### src/rtl/sram_phase_sequencer.sv
// sram_phase_sequencer: top-level phase controller and SRAM access mux.
// Walks IDLE (VGA owns SRAM) -> UART receive -> each unskipped decode stage
// in ascending order -> IDLE, granting the SRAM port to exactly one client
// per phase. Includes an optional per-stage watchdog and an abort input.
module sram_phase_sequencer #(
  parameter int NUM_STAGES   = 3,
  parameter int ADDR_W       = 18,
  parameter int DATA_W       = 16,
  parameter int TIMER_W      = 26,
  parameter int UART_TIMEOUT = 49_999_999,
  parameter int STAGE_WDOG   = 0
) (
  input  logic                         Clock,
  input  logic                         Reset,
  input  logic                         UART_RX_I,
  input  logic                         Abort,
  input  logic [NUM_STAGES-1:0]        Skip_mask,
  input  logic [ADDR_W-1:0]            VGA_address,
  input  logic [ADDR_W-1:0]            UART_address,
  input  logic [DATA_W-1:0]            UART_write_data,
  input  logic                         UART_we_n,
  input  logic [NUM_STAGES*ADDR_W-1:0] Stage_address,
  input  logic [NUM_STAGES*DATA_W-1:0] Stage_write_data,
  input  logic [NUM_STAGES-1:0]        Stage_we_n,
  input  logic [NUM_STAGES-1:0]        Stage_done,
  output logic [NUM_STAGES-1:0]        Stage_start,
  output logic                         UART_rx_initialize,
  output logic                         UART_rx_enable,
  output logic                         VGA_enable,
  output logic [ADDR_W-1:0]            SRAM_address,
  output logic [DATA_W-1:0]            SRAM_write_data,
  output logic                         SRAM_we_n,
  output logic [2:0]                   Active_stage,
  output logic                         Wdog_error
);

  typedef enum logic [1:0] {
    S_IDLE,
    S_UART_RX,
    S_STAGE_START,
    S_STAGE_RUN
  } state_t;

  localparam logic [TIMER_W-1:0] UART_LIMIT = TIMER_W'(UART_TIMEOUT);
  localparam logic [TIMER_W-1:0] WDOG_LIMIT = TIMER_W'(STAGE_WDOG - 1);
  localparam bit                 WDOG_ON    = (STAGE_WDOG != 0);

  state_t                  state_q, state_n;
  logic [TIMER_W-1:0]      timer_q, timer_n, timer_inc;
  logic [2:0]              active_q, active_n;
  logic [NUM_STAGES-1:0]   start_q, start_n;
  logic                    rx_init_q, rx_init_n;
  logic                    rx_en_q, rx_en_n;
  logic                    vga_en_q, vga_en_n;
  logic                    wdog_q, wdog_n;
  logic                    active_done;
  logic [3:0]              first_pick, next_pick;

  // Lowest unskipped stage index >= from; bit 3 flags that one was found.
  function automatic logic [3:0] pick_stage(input logic [NUM_STAGES-1:0] skip,
                                            input int from);
    logic [3:0] pick;
    pick = '0;
    for (int k = NUM_STAGES - 1; k >= 0; k--) begin
      if (k >= from && !skip[k]) pick = {1'b1, 3'(k)};
    end
    return pick;
  endfunction

  // Saturating increment so a long-idle timer never wraps back to a match.
  assign timer_inc = (timer_q == '1) ? timer_q : timer_q + TIMER_W'(1);

  // Done bit of the currently active stage; other stages' done bits are ignored.
  always_comb begin
    active_done = 1'b0;
    for (int k = 0; k < NUM_STAGES; k++) begin
      if (active_q == 3'(k)) active_done = Stage_done[k];
    end
  end

  // Next-state and next-output logic; abort overrides every transition.
  always_comb begin
    // NOTE: every signal gets a default before the case so no path leaves it
    // unassigned, which would otherwise infer a latch.
    state_n    = state_q;
    timer_n    = timer_q;
    active_n   = active_q;
    wdog_n     = wdog_q;
    rx_init_n  = 1'b0;
    first_pick = pick_stage(Skip_mask, 0);
    next_pick  = pick_stage(Skip_mask, int'(active_q) + 1);

    unique case (state_q)
      S_IDLE: begin
        if (!UART_RX_I) begin
          rx_init_n = 1'b1;
          timer_n   = '0;
          state_n   = S_UART_RX;
        end
      end
      S_UART_RX: begin
        // Any UART write restarts the idle timeout.
        if (!UART_we_n) begin
          timer_n = '0;
        end else if (timer_q == UART_LIMIT) begin
          timer_n = '0;
          if (first_pick[3]) begin
            active_n = first_pick[2:0];
            state_n  = S_STAGE_START;
          end else begin
            state_n  = S_IDLE;
          end
        end else begin
          timer_n = timer_inc;
        end
      end
      S_STAGE_START: begin
        timer_n = '0;
        state_n = S_STAGE_RUN;
      end
      S_STAGE_RUN: begin
        // Done is checked first so it wins over a watchdog expiring together.
        if (active_done) begin
          timer_n = '0;
          if (next_pick[3]) begin
            active_n = next_pick[2:0];
            state_n  = S_STAGE_START;
          end else begin
            state_n  = S_IDLE;
          end
        end else if (WDOG_ON && timer_q == WDOG_LIMIT) begin
          wdog_n  = 1'b1;
          timer_n = '0;
          state_n = S_IDLE;
        end else begin
          timer_n = timer_inc;
        end
      end
      default: state_n = S_IDLE;
    endcase

    if (Abort && state_q != S_IDLE) begin
      state_n   = S_IDLE;
      active_n  = active_q;
      rx_init_n = 1'b0;
    end

    // Receive enable follows initialize and holds while receive continues.
    rx_en_n  = (state_n == S_UART_RX) && (rx_init_q || rx_en_q);
    vga_en_n = (state_n == S_IDLE);
    start_n  = '0;
    if (state_n == S_STAGE_START) begin
      for (int k = 0; k < NUM_STAGES; k++) begin
        if (active_n == 3'(k)) start_n[k] = 1'b1;
      end
    end
  end

  // State and registered outputs with synchronous reset.
  always_ff @(posedge Clock) begin
    // NOTE: sequential state uses non-blocking assignments so every register
    // samples pre-edge values regardless of statement order.
    if (Reset) begin
      state_q   <= S_IDLE;
      timer_q   <= '0;
      active_q  <= '0;
      start_q   <= '0;
      rx_init_q <= 1'b0;
      rx_en_q   <= 1'b0;
      vga_en_q  <= 1'b1;
      wdog_q    <= 1'b0;
    end else begin
      state_q   <= state_n;
      timer_q   <= timer_n;
      active_q  <= active_n;
      start_q   <= start_n;
      rx_init_q <= rx_init_n;
      rx_en_q   <= rx_en_n;
      vga_en_q  <= vga_en_n;
      wdog_q    <= wdog_n;
    end
  end

  // SRAM port mux, selected purely by the current state.
  always_comb begin
    SRAM_address    = VGA_address;
    SRAM_write_data = '0;
    SRAM_we_n       = 1'b1;
    unique case (state_q)
      S_UART_RX: begin
        SRAM_address    = UART_address;
        SRAM_write_data = UART_write_data;
        SRAM_we_n       = UART_we_n;
      end
      S_STAGE_START, S_STAGE_RUN: begin
        for (int k = 0; k < NUM_STAGES; k++) begin
          if (active_q == 3'(k)) begin
            SRAM_address    = Stage_address[k*ADDR_W +: ADDR_W];
            SRAM_write_data = Stage_write_data[k*DATA_W +: DATA_W];
            SRAM_we_n       = Stage_we_n[k];
          end
        end
      end
      default: ;
    endcase
  end

  assign Stage_start        = start_q;
  assign UART_rx_initialize = rx_init_q;
  assign UART_rx_enable     = rx_en_q;
  assign VGA_enable         = vga_en_q;
  assign Active_stage       = active_q;
  assign Wdog_error         = wdog_q;

endmodule

### config.mk
export PLATFORM = sky130hd
export DESIGN_NAME = sram_phase_sequencer
export DESIGN_NICKNAME = d
export VERILOG_FILES = /design/src/rtl/sram_phase_sequencer.sv
export SDC_FILE = /design/constraint.sdc
export NUM_CORES = 1
export LEC_CHECK = 0
export BUFFER_PORTS_ARGS = -buffer_cell sky130_fd_sc_hd__buf_2
export CAP_MARGIN = 0
export CORE_UTILIZATION = 30
export DETAILED_ROUTE_END_ITERATION = 10
export GPL_TIMING_DRIVEN = 0
export PLACE_DENSITY_LB_ADDON = 0.2
export SLEW_MARGIN = 15
export SYNTH_ARGS = -nofsm -noshare
export SYNTH_HDL_FRONTEND = slang
export SYNTH_SLANG_ARGS = --single-unit
### constraint.sdc
create_clock -name Clock -period 2.9 [get_ports Clock]
set_clock_uncertainty 0.05 [all_clocks]
set_input_delay 0.145 -clock Clock [delete_from_list [all_inputs] [get_ports Clock]]
set_output_delay 0.145 -clock Clock [all_outputs]
set_load 0.05 [all_outputs]
==> impl_metrics.toml, run 1 <==
[status]
status = "complete, but fails checks"
violations = "DRC"

[timing]
hold_viol_final = 0
grt_setup_unrepaired = "no"
tns_ns = 0
worst_pin_slew_ns = 0.978
max_freq_mhz = 354
period_share = 0.973
slew_viol_final = 0
min_period_ns = 2.82
slew_headroom = 0.342
setup_viol = 0

[synthesis]
synth_common_cells = "nor2_1 (62), a21oi_1 (47), a211oi_1 (40)"
ys_seq_elements = 37
yosysUniqueCellTypes = 61
synth_edf_count = 0
netlist.area_leader.share = 0.205
synth_area_leader_cell = "dfxtp_1"
avgSynthCellArea_um2 = 7.15
synth_ff_type = "dfxtp_1"
synth-seq-area-share = 0.205
async_flop_share = 0
synth_cells = 505
synth.most_common_cell = "nor2_1"
yosys_warnings = 0
syn-num-nets = 680
yosys-top-cells-area = "dfxtp_1 (21%), a211oi_1 (8.3%), a21oi_1 (6.5%)"
synth_area_um2 = 3610

[finish]
syn_to_final_growth_pct = 41.8
utilization = 0.443
num-nets-final = 897
layout-drive-gt1-share = 0.373

[global_route]
grt.overflow.total = 0
antenna_found_initial = 1
grt_first_pass_wirelength_um = 24700
grt_max_degree = 13
grt_usage = 0.251
grt_pass1_vias = 4576

[die]
start_util = 0.312
die_area_um2 = 12500
rows = 39
io_pins = 213
die_x_um = 112
core-area_um2 = 11600
fp.dieH_um = 112

[route]
route.vias.total = 4685
antenna_left = 0
wl_per_cell_um = 18.3
drc_errors = 1
first_iter_violations = 220
dr.pass1.iters = 7
wl_um = 15900
viasPerCell = 5.40

[min_path]
hp-start = "UART_RX_I"
hp-class = "primary input to register"
worstHoldEndpoint = "UART_rx_initialize$_SDFF_PP0_"
hold-path-cell-count = 2

[cts]
cts_hold_buf = 0
clk_latency_ns = 0.28
clk_path_buf_depth = 2
clk_pin_slew_ns = 0.06
ctsRootBufferMaster = "clkbuf_16"
cts_tree = "yes"
cts_setup_buffers = 0
cts_made_buffers = 5
cts.sinks = 37
cts_max_level = 2

[setup_path]
crit_slowest_cell = "dfxtp_1"
critPathRequiredTime_ns = 2.71
arrival_ns = 2.63
crit_fanout = 10
crit_type = "register to output pin"
critPathMaxStageDelay_ns = 0.49
cp-end-kind = "output pin"
timing.rr.start = "Active_stage[1]$_SDFF_PP0_"
rr_endpoint = "Stage_start[0]$_SDFF_PP0_"
r2r_cells = 8
r2r_slack_ns = 0.40
crit_chain = "clkbuf_2, clkbuf_1, buf_1, a211oi_1, a21oi_2, buf_6"
start_kind = "register"

[power_and_ir_drop]
internal-power_uw = 1150
pwr-share-seq = 0.301
p_leak_uw = 0.00219
p_per_area_nw_per_um2 = 338
p_clk_frac = 0.369
p_switching_uw = 583
switching_share = 0.337
combPwrFrac = 0.331
peakVddDrop_mv = 0.185

[placement]
port_buffers = 211
place_hpwl_um = 13000
gp_congestion = 0.928

[job]
cap_viol_max_count = 0
==> worst max-delay path, delay by kind of cell (launching register included) <==
kind,cells,cell delay (ns)
buf+inv,4,1.45
flops,1,0.49
compound gates,2,0.40
==> kinds of logic after synthesis <==
group           Yosys count  share of synthesized area
other cells               1                    0.00104
buf+inv                  46                     0.0551
simple gates            210                      0.311
compound gates          166                      0.305
flops                    37                      0.205
fa+ha+maj                 7                     0.0243
mux                      19                     0.0527
xor+xnor                 19                     0.0461
==> cells in the final DEF, fill, tap and decap left out, types with 7 or more instances in the layout <==
cell,Yosys,layout
a211oi_1,40,39
a21oi_1,47,36
a21oi_2,0,11
a22o_1,16,16
a22oi_1,17,16
buf_2,6,214
clkbuf_1,26,17
clkbuf_2,0,8
dfxtp_1,37,35
inv_1,7,7
mux2i_1,19,19
nand2_1,39,39
nand3_1,14,14
nand4_1,8,8
nor2_1,62,61
nor2b_1,23,23
nor3_1,14,14
nor4_1,9,9
o21ai_0,23,23
xnor2_1,15,15
==> what timing repair did <==
item	in CTS	in global routing
pin swaps	0	1
setup endpoints to repair	29	33
cloned	0	0
gates resized for setup	10	20
==> per-layer routing <==
layer | GRT usage | vias to the layer above | share of wire
met1 | 0.311 | 2187 | 0.42
met2 | 0.455 | 170 | 0.51
met3 | 0.0327 | 23 | 0.053
met4 | 0.0694 | 0 | 0.018
li1 | - | 2305 | -
met5 | 0 | - | 0
==> power groups by stage <==
stage	clock, µW	combinational [µW]	sequential, µW
floorplan	0	336	540
global placement	0	562	531
detailed placement	0	563	531
CTS	649	566	519
global route	674	605	520
finish	638	571	520
==> state kept, by name, summed over array words and instances, names as in the netlist <==
register,cells
Active_stage,3
timer_q,26
UART_rx_enable,1
Stage_start,3
VGA_enable,1
state_q,2
UART_rx_initialize,1
==> stage by stage <==
| stage | instances | setup WS [ns] | instance area (µm²) | hold slack [ns] | power (µW) |
|---|---|---|---|---|---|
| floorplan | 505 | 0.0593 | 3660 | 0.172 | 876 |
| global placement | 859 | -0.129 | 4890 | 0.345 | 1090 |
| detailed placement | 859 | -0.224 | 4890 | 0.348 | 1090 |
| CTS | 866 | 0.0283 | 5080 | 0.0515 | 1740 |
| global route | 867 | 0.00160 | 5120 | 0.0555 | 1800 |
| finish | 867 | 0.0770 | 5120 | 0.0550 | 1730 |
==> how the worst max path moves through the flow <==
stage	end	startpoint	slack, ns	cells after the start
after floorplan	SRAM_address[0]	Active_stage[1]$_SDFF_PP0_	0.06	9
after global placement	SRAM_address[16]	Active_stage[1]$_SDFF_PP0_	-0.13	10
after detailed placement	SRAM_address[16]	Active_stage[1]$_SDFF_PP0_	-0.22	10
after CTS	SRAM_write_data[1]	Active_stage[1]$_SDFF_PP0_	0.03	9
after global routing	SRAM_address[9]	Active_stage[0]$_SDFF_PP0_	0.002	10
final	SRAM_address[17]	state_q[0]$_SDFF_PP0_	0.08	6
==> area by class of cell <==
class	count	area, µm²
Sequential cell	37	743
Multi-Input combinational cell	422	2730
Tap cell	143	179
Clock inverter	2	37.5
Timing Repair Buffer	211	1070
Clock buffer	6	139
Inverter	7	26.3
Antenna cell	1	2.50
Buffer	38	194
Fill cell	1205	6450
Note: power is estimated with default switching activity, not from simulation.
==> run 2: changes to the inputs <==
CORE_UTILIZATION = 45   (was 30)
CTS_BUF_LIST = sky130_fd_sc_hd__clkbuf_8 sky130_fd_sc_hd__clkbuf_16   (was unset)
==> run 2 against run 1 <==
Compared with the run above: largest power group is now combinational logic; combinational power about the same; final area fell by 2.0%; clock power is 26% lower; the flow now finishes without violations; critical path depth up 4; register-to-register slack got worse by 0.09 ns; die area down 33%; highest routed layer unchanged; largest cell class unchanged; via count rose by 4.1%.
==> impl_metrics.toml, run 2 (same netlist as run 1, synthesis figures left out) <==
[min_path]
hp-class = "primary input to register"
hp-start = "UART_RX_I"

[finish]
mostFrequentLayoutCells = "buf_2 (214), nor2_1 (61), nand2_1 (39), a211oi_1 (39), a21oi_1 (36)"
layout-drive-gt1-share = 0.372
final_common_cell = "buf_2"
num-nets-final = 897
final_cells = 831
fillers = 731
ff_latch_area_um2 = 743
syn_to_final_growth_pct = 38.9
largest_reg_flops = 26
multi_input_area_um2 = 2730
regMostFlops = "timer_q"
fin_area_um2 = 5010

[die]
die_x_um = 91.6
fp.dieH_um = 91.6
die_area_um2 = 8390
start_util = 0.467
rows = 32
core-area_um2 = 7730
io_pins = 213

[placement]
dpl-instance-area_um2 = 4840
place_hpwl_um = 12100
port_buffers = 211
placed_cells = 818
dp_slack_ns = -0.0138
gp_congestion = 0.967

[setup_path]
crit_slowest_cell = "dfxtp_2"
cp-startpoint = "Active_stage[0]$_SDFF_PP0_"
critPathRequiredTime_ns = 2.71
crit_fanout = 10
critPathMaxStageDelay_ns = 0.42
r2r_slack_ns = 0.31
cp-end-kind = "output pin"
crit_chain = "inv_1, ha_1, nand2b_1, buf_4, buf_6, mux2i_1, a211oi_1, a21oi_1, a21oi_2, buf_2"
timing.rr.start = "Active_stage[1]$_SDFF_PP0_"
arrival_ns = 2.55
start_kind = "register"
crit_type = "register to output pin"

[global_route]
grt_first_pass_wirelength_um = 23100
grt_usage = 0.351
grt.overflow.total = 0
grt_pass1_vias = 4688
antenna_found_initial = 6
grt_max_degree = 13

[power_and_ir_drop]
peakVddDrop_mv = 0.187
p_per_area_nw_per_um2 = 312
p_leak_uw = 0.00216

[cts]
cts_setup_buffers = 0
clk_path_buf_depth = 2
clk_pin_slew_ns = 0.07
cts.sinks = 37
cts_tree = "yes"
clk_latency_ns = 0.29
cts_max_level = 2
cts_hold_buf = 0
cts_resized = 6
cts_made_buffers = 5
ctsRootBufferMaster = "clkbuf_8"

[timing]
period_share = 0.947
setup_viol = 0
hold_viol_final = 0
max_freq_mhz = 364
slew_headroom = 0.348
grt_setup_unrepaired = "no"
worst_pin_slew_ns = 0.969
min_period_ns = 2.75
layout_setup_ws_ns = 0.152
slew_viol_final = 0
tns_ns = 0

[route]
viasPerCell = 5.87
wl_per_cell_um = 18.1
dr.pass1.iters = 6
first_iter_violations = 316
drc_errors = 0
wl_um = 15100
route.vias.total = 4876
antenna_left = 0

[status]
status = "completed"

[job]
cap_viol_max_count = 0
-- run 2: worst max-delay path, delay by kind of cell, from the launching register on --
| family | cells | cell delay [ns] |
|---|---|---|
| adders and majority gates | 1 | 0.25 |
| muxes | 1 | 0.10 |
| DFF | 1 | 0.42 |
| and+or+nand+nor | 1 | 0.11 |
| buffers and inverters | 4 | 0.87 |
| AOI/OAI and AO/OA | 3 | 0.50 |
-- run 2: final timing paths --
path | to | cells after the start
worst max-delay path | SRAM_address[10] | 10
worst max register to register | Stage_start[0]$_SDFF_PP0_ | 8
worst min-delay path | UART_rx_initialize$_SDFF_PP0_ | 2
worst min register to register | timer_q[1]$_SDFFE_PP0P_ | 2
-- run 2: cell type report --
type	count	share of cell area
buffer	38	0.0377
multi-input combinational	422	0.544
sequential	37	0.148
clock inverter	2	0.00749
inverter	7	0.00524
tap	102	0.0254
antenna	6	0.00299
timing repair buffer	211	0.212
clock buffer	6	0.0165
-- run 2: where the power goes --
group          switching, µW  total (µW)  internal (µW)
sequential              5.91         520            514
clock                    190         469            280
combinational            372         574            201
-- run 2: metrics by stage --
stage,hold WS [ns],util,power [µW]
2_1_floorplan,0.172,-,876
3_3_place_gp,0.341,0.627,1090
3_5_place_dp,0.341,0.627,1090
4_1_cts,0.0184,0.643,1560
5_1_grt,0.0427,0.649,1630
6_report,0.0334,0.649,1560
-- run 2: routing by layer --
metal  track usage  routed length (µm)  up-vias
met2         0.595                7420      254
li1              -                   -     2305
met4         0.176                 494        0
met3        0.0712                1170       36
met5             0                   0        -
met1         0.419                5990     2281
